### src/rtl/intra4x4_mode_decide.sv
// Luma 4x4 intra mode decision: latches the per-mode residuals, accumulates SADs row by row and picks the minimum.
// Build option INTRA4X4_DC_MODE_EN adds the dcres input and mode 2 (DC) as a candidate.
module intra4x4_mode_decide (
  input  logic             clk,
  input  logic             reset,
  input  logic             start,
  input  logic [15:0][7:0] vres,
  input  logic [15:0][7:0] hres,
  input  logic [15:0][7:0] ddlres,
  input  logic [15:0][7:0] ddrres,
  input  logic [15:0][7:0] vrres,
  input  logic [15:0][7:0] hdres,
  input  logic [15:0][7:0] vlres,
  input  logic [15:0][7:0] hures,
`ifdef INTRA4X4_DC_MODE_EN
  input  logic [15:0][7:0] dcres,
`endif
  output logic             busy,
  output logic             done,
  output logic [3:0]       best_mode,
  output logic [11:0]      best_sad
);

  localparam int NM = 9;

  typedef enum logic [1:0] {S_IDLE, S_ACCUM, S_COMPARE, S_DONE} state_t;

  state_t           state_q, state_d;
  logic [1:0]       row_q, row_d;
  logic [3:0]       cand_q, cand_d;
  logic [15:0][7:0] res_in [NM];
  logic [15:0][7:0] res_q  [NM];
  logic [11:0]      sad_q  [NM];
  logic [11:0]      row_sum [NM];
  logic [3:0]       run_mode_q;
  logic [11:0]      run_sad_q;
  logic [3:0]       best_mode_q;
  logic [11:0]      best_sad_q;
  logic             done_q;

  // |x| of a signed byte; 8'h80 yields 8'd128, which still fits unsigned.
  function automatic logic [7:0] abs8(input logic [7:0] s);
    return s[7] ? (~s + 8'd1) : s;
  endfunction

  // Slots are indexed by H.264 mode number; slot 2 stays zero without DC.
  always_comb begin
    res_in[0] = vres;
    res_in[1] = hres;
`ifdef INTRA4X4_DC_MODE_EN
    res_in[2] = dcres;
`else
    res_in[2] = '0;
`endif
    res_in[3] = ddlres;
    res_in[4] = ddrres;
    res_in[5] = vrres;
    res_in[6] = hdres;
    res_in[7] = vlres;
    res_in[8] = hures;
  end

  always_comb begin
    for (int m = 0; m < NM; m++) begin
      row_sum[m] = '0;
      for (int k = 0; k < 4; k++) begin
        row_sum[m] = row_sum[m] + 12'(abs8(res_q[m][{row_q, 2'(k)}]));
      end
    end
  end

  always_ff @(posedge clk or posedge reset) begin
    if (reset) begin
      state_q <= S_IDLE;
      row_q   <= '0;
      cand_q  <= '0;
    end else begin
      state_q <= state_d;
      row_q   <= row_d;
      cand_q  <= cand_d;
    end
  end

  always_comb begin
    state_d = state_q;
    row_d   = row_q;
    cand_d  = cand_q;
    case (state_q)
      S_IDLE: begin
        if (start) begin
          state_d = S_ACCUM;
          row_d   = '0;
        end
      end
      S_ACCUM: begin
        row_d = row_q + 2'd1;
        if (row_q == 2'd3) begin
          state_d = S_COMPARE;
          cand_d  = '0;
        end
      end
      S_COMPARE: begin
        if (cand_q == 4'd8) begin
          state_d = S_DONE;
        end else begin
`ifdef INTRA4X4_DC_MODE_EN
          cand_d = cand_q + 4'd1;
`else
          cand_d = (cand_q == 4'd1) ? 4'd3 : cand_q + 4'd1;
`endif
        end
      end
      default: state_d = S_IDLE;
    endcase
  end

  always_ff @(posedge clk or posedge reset) begin
    if (reset) begin
      for (int m = 0; m < NM; m++) begin
        res_q[m] <= '0;
        sad_q[m] <= '0;
      end
    end else if (state_q == S_IDLE && start) begin
      for (int m = 0; m < NM; m++) begin
        res_q[m] <= res_in[m];
        sad_q[m] <= '0;
      end
    end else if (state_q == S_ACCUM) begin
      for (int m = 0; m < NM; m++) begin
        sad_q[m] <= sad_q[m] + row_sum[m];
      end
    end
  end

  // Strict less-than keeps the lower mode number on ties.
  always_ff @(posedge clk or posedge reset) begin
    if (reset) begin
      run_mode_q <= '0;
      run_sad_q  <= '0;
    end else if (state_q == S_COMPARE) begin
      if (cand_q == 4'd0 || sad_q[cand_q] < run_sad_q) begin
        run_mode_q <= cand_q;
        run_sad_q  <= sad_q[cand_q];
      end
    end
  end

  always_ff @(posedge clk or posedge reset) begin
    if (reset) begin
      best_mode_q <= '0;
      best_sad_q  <= '0;
      done_q      <= 1'b0;
    end else begin
      done_q <= (state_q == S_DONE);
      if (state_q == S_DONE) begin
        best_mode_q <= run_mode_q;
        best_sad_q  <= run_sad_q;
      end
    end
  end

  // The done cycle still counts as busy, so busy drops together with done.
  assign busy      = (state_q != S_IDLE) | done_q;
  assign done      = done_q;
  assign best_mode = best_mode_q;
  assign best_sad  = best_sad_q;

endmodule

### config.mk
export PLATFORM = sky130hd
export DESIGN_NAME = intra4x4_mode_decide
export DESIGN_NICKNAME = d
export VERILOG_FILES = /design/src/rtl/intra4x4_mode_decide.sv
export SDC_FILE = /design/constraint.sdc
export NUM_CORES = 2
export LEC_CHECK = 0
export ABC_CLOCK_PERIOD_IN_PS = 52000
export CAP_MARGIN = 20
export CORE_AREA = 5 5 402 404
export DETAILED_ROUTE_END_ITERATION = 16
export DIE_AREA = 0 0 407 409
export SKIP_CTS_REPAIR_TIMING = 1
export SLEW_MARGIN = 5
export SYNTH_ARGS = -nofsm -noshare
export SYNTH_HDL_FRONTEND = slang
export SYNTH_SLANG_ARGS = --single-unit
export TNS_END_PERCENT = 50
### constraint.sdc
create_clock -name clk -period 52 [get_ports clk]
set_input_delay 15.6 -clock clk [delete_from_list [all_inputs] [get_ports clk]]
set_output_delay 15.6 -clock clk [all_outputs]
set_load 0.03 [all_outputs]
Word-level counts from Yosys, hierarchy flattened. Cells that the tools add are included.

Output and inout bits: 18. Flip-flop bits (word level): 1173. Word-level logic and storage cells: 405. Bits in latches: 0. Memory bits (writable): 0. Memory bits (read-only): 0. Memories kept: 0. Input port bits: 1027.

Divide/modulo/power cells: 0. Equality and inequality tests: 10. Add/subtract/negate cells: 74. Magnitude comparators: 6. Multiplexer cells: 120. Bitwise gates (word level): 38. Reductions and logical operators: 12. Shift-type cells: 0. Multiply operators: 0.

Operators with widths (number): 8-bit 2-to-1 mux (72); 8-bit binary-select mux with 2-bit select (33); 8-bit by 1-bit adder with 8-bit output (second input constant) (36); 8-bit NOT (36); 108-bit 2-to-1 mux (2); 12-bit by 11-bit adder with 12-bit output (9); 10-bit by 8-bit adder with 11-bit output (9); 9-bit by 8-bit adder with 10-bit output (9); 8-bit by 8-bit adder with 9-bit output (9); 12-bit binary-select mux with 4-bit select (1); 12-bit 2-to-1 mux (2); 4-bit by 5-bit less-than comparator with 1-bit output (second input constant) (4); 12-bit less-than comparator (1); 4-bit 2-to-1 mux (3); 2-bit 2-to-1 mux (4); 2-bit inequality test (second input constant) (4); 4-bit one-hot mux with 2 select lines (1); 2-bit nonzero test (4); 2-bit equality test (second input constant) (3); 2-bit one-hot mux with 3 select lines (1); 3-bit AND reduction (2); 5-bit >= comparator (second input constant) (1); 4-bit NOT with 5-bit output (1); 4-bit by 1-bit adder with 4-bit output (second input constant) (1); 11 further kinds (12).

Depth between registers and ports, before layout.
Word-level depth: 11. Depth in mapped cells: 23. Depth with buffers taken out: 19.

Least setup slack after synthesis. OpenSTA, ideal clock, no wires.

Kind: input to register. From: input port start. To: register sad_q[0] (netlist name). Path buffers: 4. Data arrival time: 16.813 ns. Stages: 6. Required time: 51.868 ns. Slack: 35.055 ns. Setup time: 0.132 ns. Cell sequence: and2_1 -> clkbuf_1 -> clkbuf_1 -> clkbuf_1 -> clkbuf_1 -> nor2_1.

Cells in the longest elaborated chain, start to end: 2. Elaborated cells on any way between the ends: 3.

RTL lines: from (decl) (RTL line 6) `input logic start,`; 1-bit logical AND * (RTL line 123) `end else if (state_q == S_IDLE && start) begin`; 108-bit 2-to-1 mux / 2-bit nonzero test (equally long branches); to (signal, indexed assignment) (RTL line 130) `sad_q[m] <= sad_q[m] + row_sum[m];`; to (decl) (RTL line 33) `logic [11:0] sad_q [NM];`.

Every way passes the cells marked *; elsewhere a longest branch is shown, timed or not. A chain may end at the register's enable or synchronous reset.

Worst setup path in the final report.
From: input port start. To: register res_q[205] (netlist name).

Cells in the longest elaborated chain, start to end: 1.

RTL lines: 1-bit logical AND (RTL line 123); to (signal, indexed assignment) (RTL line 125) `res_q[m] <= res_in[m];`; to (decl) (RTL line 32) `logic [15:0][7:0] res_q [NM];`.

Every way passes these cells.

==> flow_summary.yaml <==
run_status:
  outcome: "complete, no violations"
yosys:
  synth_seq_cells: 1161
  synth_top_area_share_pct: 46.2
  syn-cell-area_mm2: 0.0629
  seq_area_frac_synth_pct: 46.2
  synth_fp_nets: 8124
  ys_types: 67
  yosys-top-cells-area: "dfrtp_1 (46%), nand2_1 (20%), mux4_2 (9.6%), fa_1 (5.9%), ha_1 (3.4%)"
  synth_area_leader_cell: "dfrtp_1"
  synth-warning-count: 0
  ys.flop_type: "dfrtp_1"
  synth_area_per_cell_um2: 9.33
  async_flop_share_pct: 100
  syn_inst: 6741
  synth_enable_flop_cells: 0
clocking:
  cts.sinks: 1161
  cts.reportedPaths.clkPinSlew_ps: 60
  cts-htree-levels: 4
  cts_tree: "built"
  clockBufferDepth: 3
  numCtsBuffers: 135
  clk_latency_ps: 760
  root_buffer: "clkbuf_16"
placement:
  place.detailed.hpwl_mm: 156
  gpl.final_weighted_congestion: 0.858
  port_buffers: 1044
sta:
  finalCriticalPeriod_ps: 19720
  rsz0062_at_grt: "false"
  finalSetupViolCount: 0
  slew_headroom_pct: 27.2
  final_max_slew_viol_count: 0
  hold_viol: 0
  max_freq_mhz: 50.7
  tightest_slew_ps: 1090
  setup_tns_ps: 0
  finalCritPeriodShare_pct: 37.9
  clock_skew_ps: 35.2
layout:
  synthToLayoutAreaGrowth_pct: 27.0
  drive_gt1_share_pct: 7.95
  fill_cells: 14600
  final_nets: 9033
job:
  maxCapViolCount: 0
grt:
  grt_pass1_vias: 51500
  grt_max_degree: 165
  antenna_found_initial: 53
  grt-ovfl-total: 0
  grt_pass1_wl_mm: 309
  grt_use_total_pct: 24.3
drt:
  ant_nets: 0
  routed-via-count: 49800
  drt_first_iter_violations: 3692
  finalWirelength_mm: 206
  first_pass_iters: 5
  via_per_inst: 5.05
  route.detailed.drc: 0
  wire_per_inst_um: 20.8
die:
  io_pins: 1045
  fp.dieH_um: 409
  die_area_mm2: 0.166
  initial_core_util_pct: 40.0
  num_rows: 146
  core-area_mm2: 0.157
  die_w_um: 407
setup_path:
  critPathKind: "in2reg"
  cp.arrival_ps: 20400
  end_kind: "flop"
  worstPathRequired_ps: 52690
  crit_fanout: 102
  startpoint_type: "input pin"
min_path:
  hp-class: "reg2reg"
==> sequential cells by signal (all words and copies together), names as in the netlist <==
signal / count
cand_q: 4
done: 1
best_mode: 4
best_sad: 12
run_sad_q: 12
run_mode_q: 4
row_q: 2
state_q: 2
res_q: 1024
sad_q: 96
==> routing by layer <==
metal  GRT usage (%)  wire (um)
met5               0         69
met2            39.5      98900
met4            9.21       6900
met3            5.12      12900
met1            32.1      86800
==> worst max-delay path, stage by stage <==
cell	delay, ps
clkdlybuf4s50_1	480
nand2_4	440
buf_4	810
buf_4	920
buf_4	870
buf_4	840
nand2_1	140
nand2_1	100
==> through the flow <==
stage          instance area (um^2)  utilization, %  hold slack [ps]  setup WS (ps)  instances
6_report                      79900            50.7              468          32280       9870
5_1_grt                       79900            50.7              483          31630       9863
4_1_cts                       79700            50.6              471          32160       9822
3_5_place_dp                  75100            47.7              457          31320       9582
3_3_place_gp                  75100            47.7              451          31350       9582
2_1_floorplan                 62900               -              440           3700       6741
==> placed cells by master, fill, tap and decap left out, types with 8 or more instances in the layout <==
cell and n:
nor2_1 189, xnor2_1 141, o21ai_0 133, nor3_1 30
dfrtp_1 1158, ha_1 171, xor2_1 63, clkbuf_8 34
a21oi_1 79, inv_1 279, fa_1 184, nand2b_1 35
nor2b_1 25, nor4b_2 16, clkdlybuf4s50_1 1044, nand2_1 3272
nand3_1 29, a211oi_1 32, o31ai_1 17, clkbuf_1 24
nand3b_1 8, o21a_1 8, clkbuf_16 136, mux2_2 33
mux4_2 267, diode_2 45, clkinv_2 18, mux2i_1 55
buf_4 54, a21o_1 22, a22o_1 11, or3_1 44
==> path summary, 6_finish.rpt <==
kind	from	endpoint	slack, ps	cells past startpoint
worst max-delay path	start	res_q[205]	32280	8
worst min-delay path	res_q[65]	res_q[65]	470	2
worst max register to register	row_q[0]	sad_q[47]	44770	20
worst min register to register	res_q[65]	res_q[65]	470	2
max in group asynchronous	reset	res_q[1123]	32400	7
min in group asynchronous	reset	res_q[550]	15410	2
==> cells in the mapped netlist (all sizes together) (33+ instances only) <==
library cell,number
nand2,3273
dfrtp,1161
inv,281
clkbuf,278
mux4,267
nor2,189
fa,184
ha,172
xnor2,141
o21ai,138
a21oi,79
xor2,63
mux2i,55
buf,54
or3,48
nand2b,35
mux2,33
nor3,33
==> cells by family (layout without fill, tap and decap cells) <==
kind of cell / count (synthesis) / count (layout) / synth area share [%]
compound gates: 363 / 363 / 3.56
fa+ha+maj: 356 / 356 / 9.27
mux: 355 / 355 / 11.0
xor+xnor: 204 / 204 / 2.84
flops: 1161 / 1161 / 46.2
buf+inv: 613 / 1625 / 3.91
simple gates: 3689 / 3689 / 23.2
other cells: 0 / 45 / 0
==> final cells by class <==
class | instances | area (um^2) | area share, %
diodes | 45 | 113 | 0.141
clock buffers | 194 | 3960 | 4.96
clock inverters | 46 | 659 | 0.825
inverters | 281 | 1060 | 1.33
multi-input cells | 4967 | 31400 | 39.4
flip-flops and latches | 1161 | 29100 | 36.4
well taps | 2072 | 2590 | 3.25
repair buffers | 1104 | 11000 | 13.8
Power is left out: the tool's default activity adds up to more than one toggle a clock period on the data nets, which glitch-free logic cannot reach.
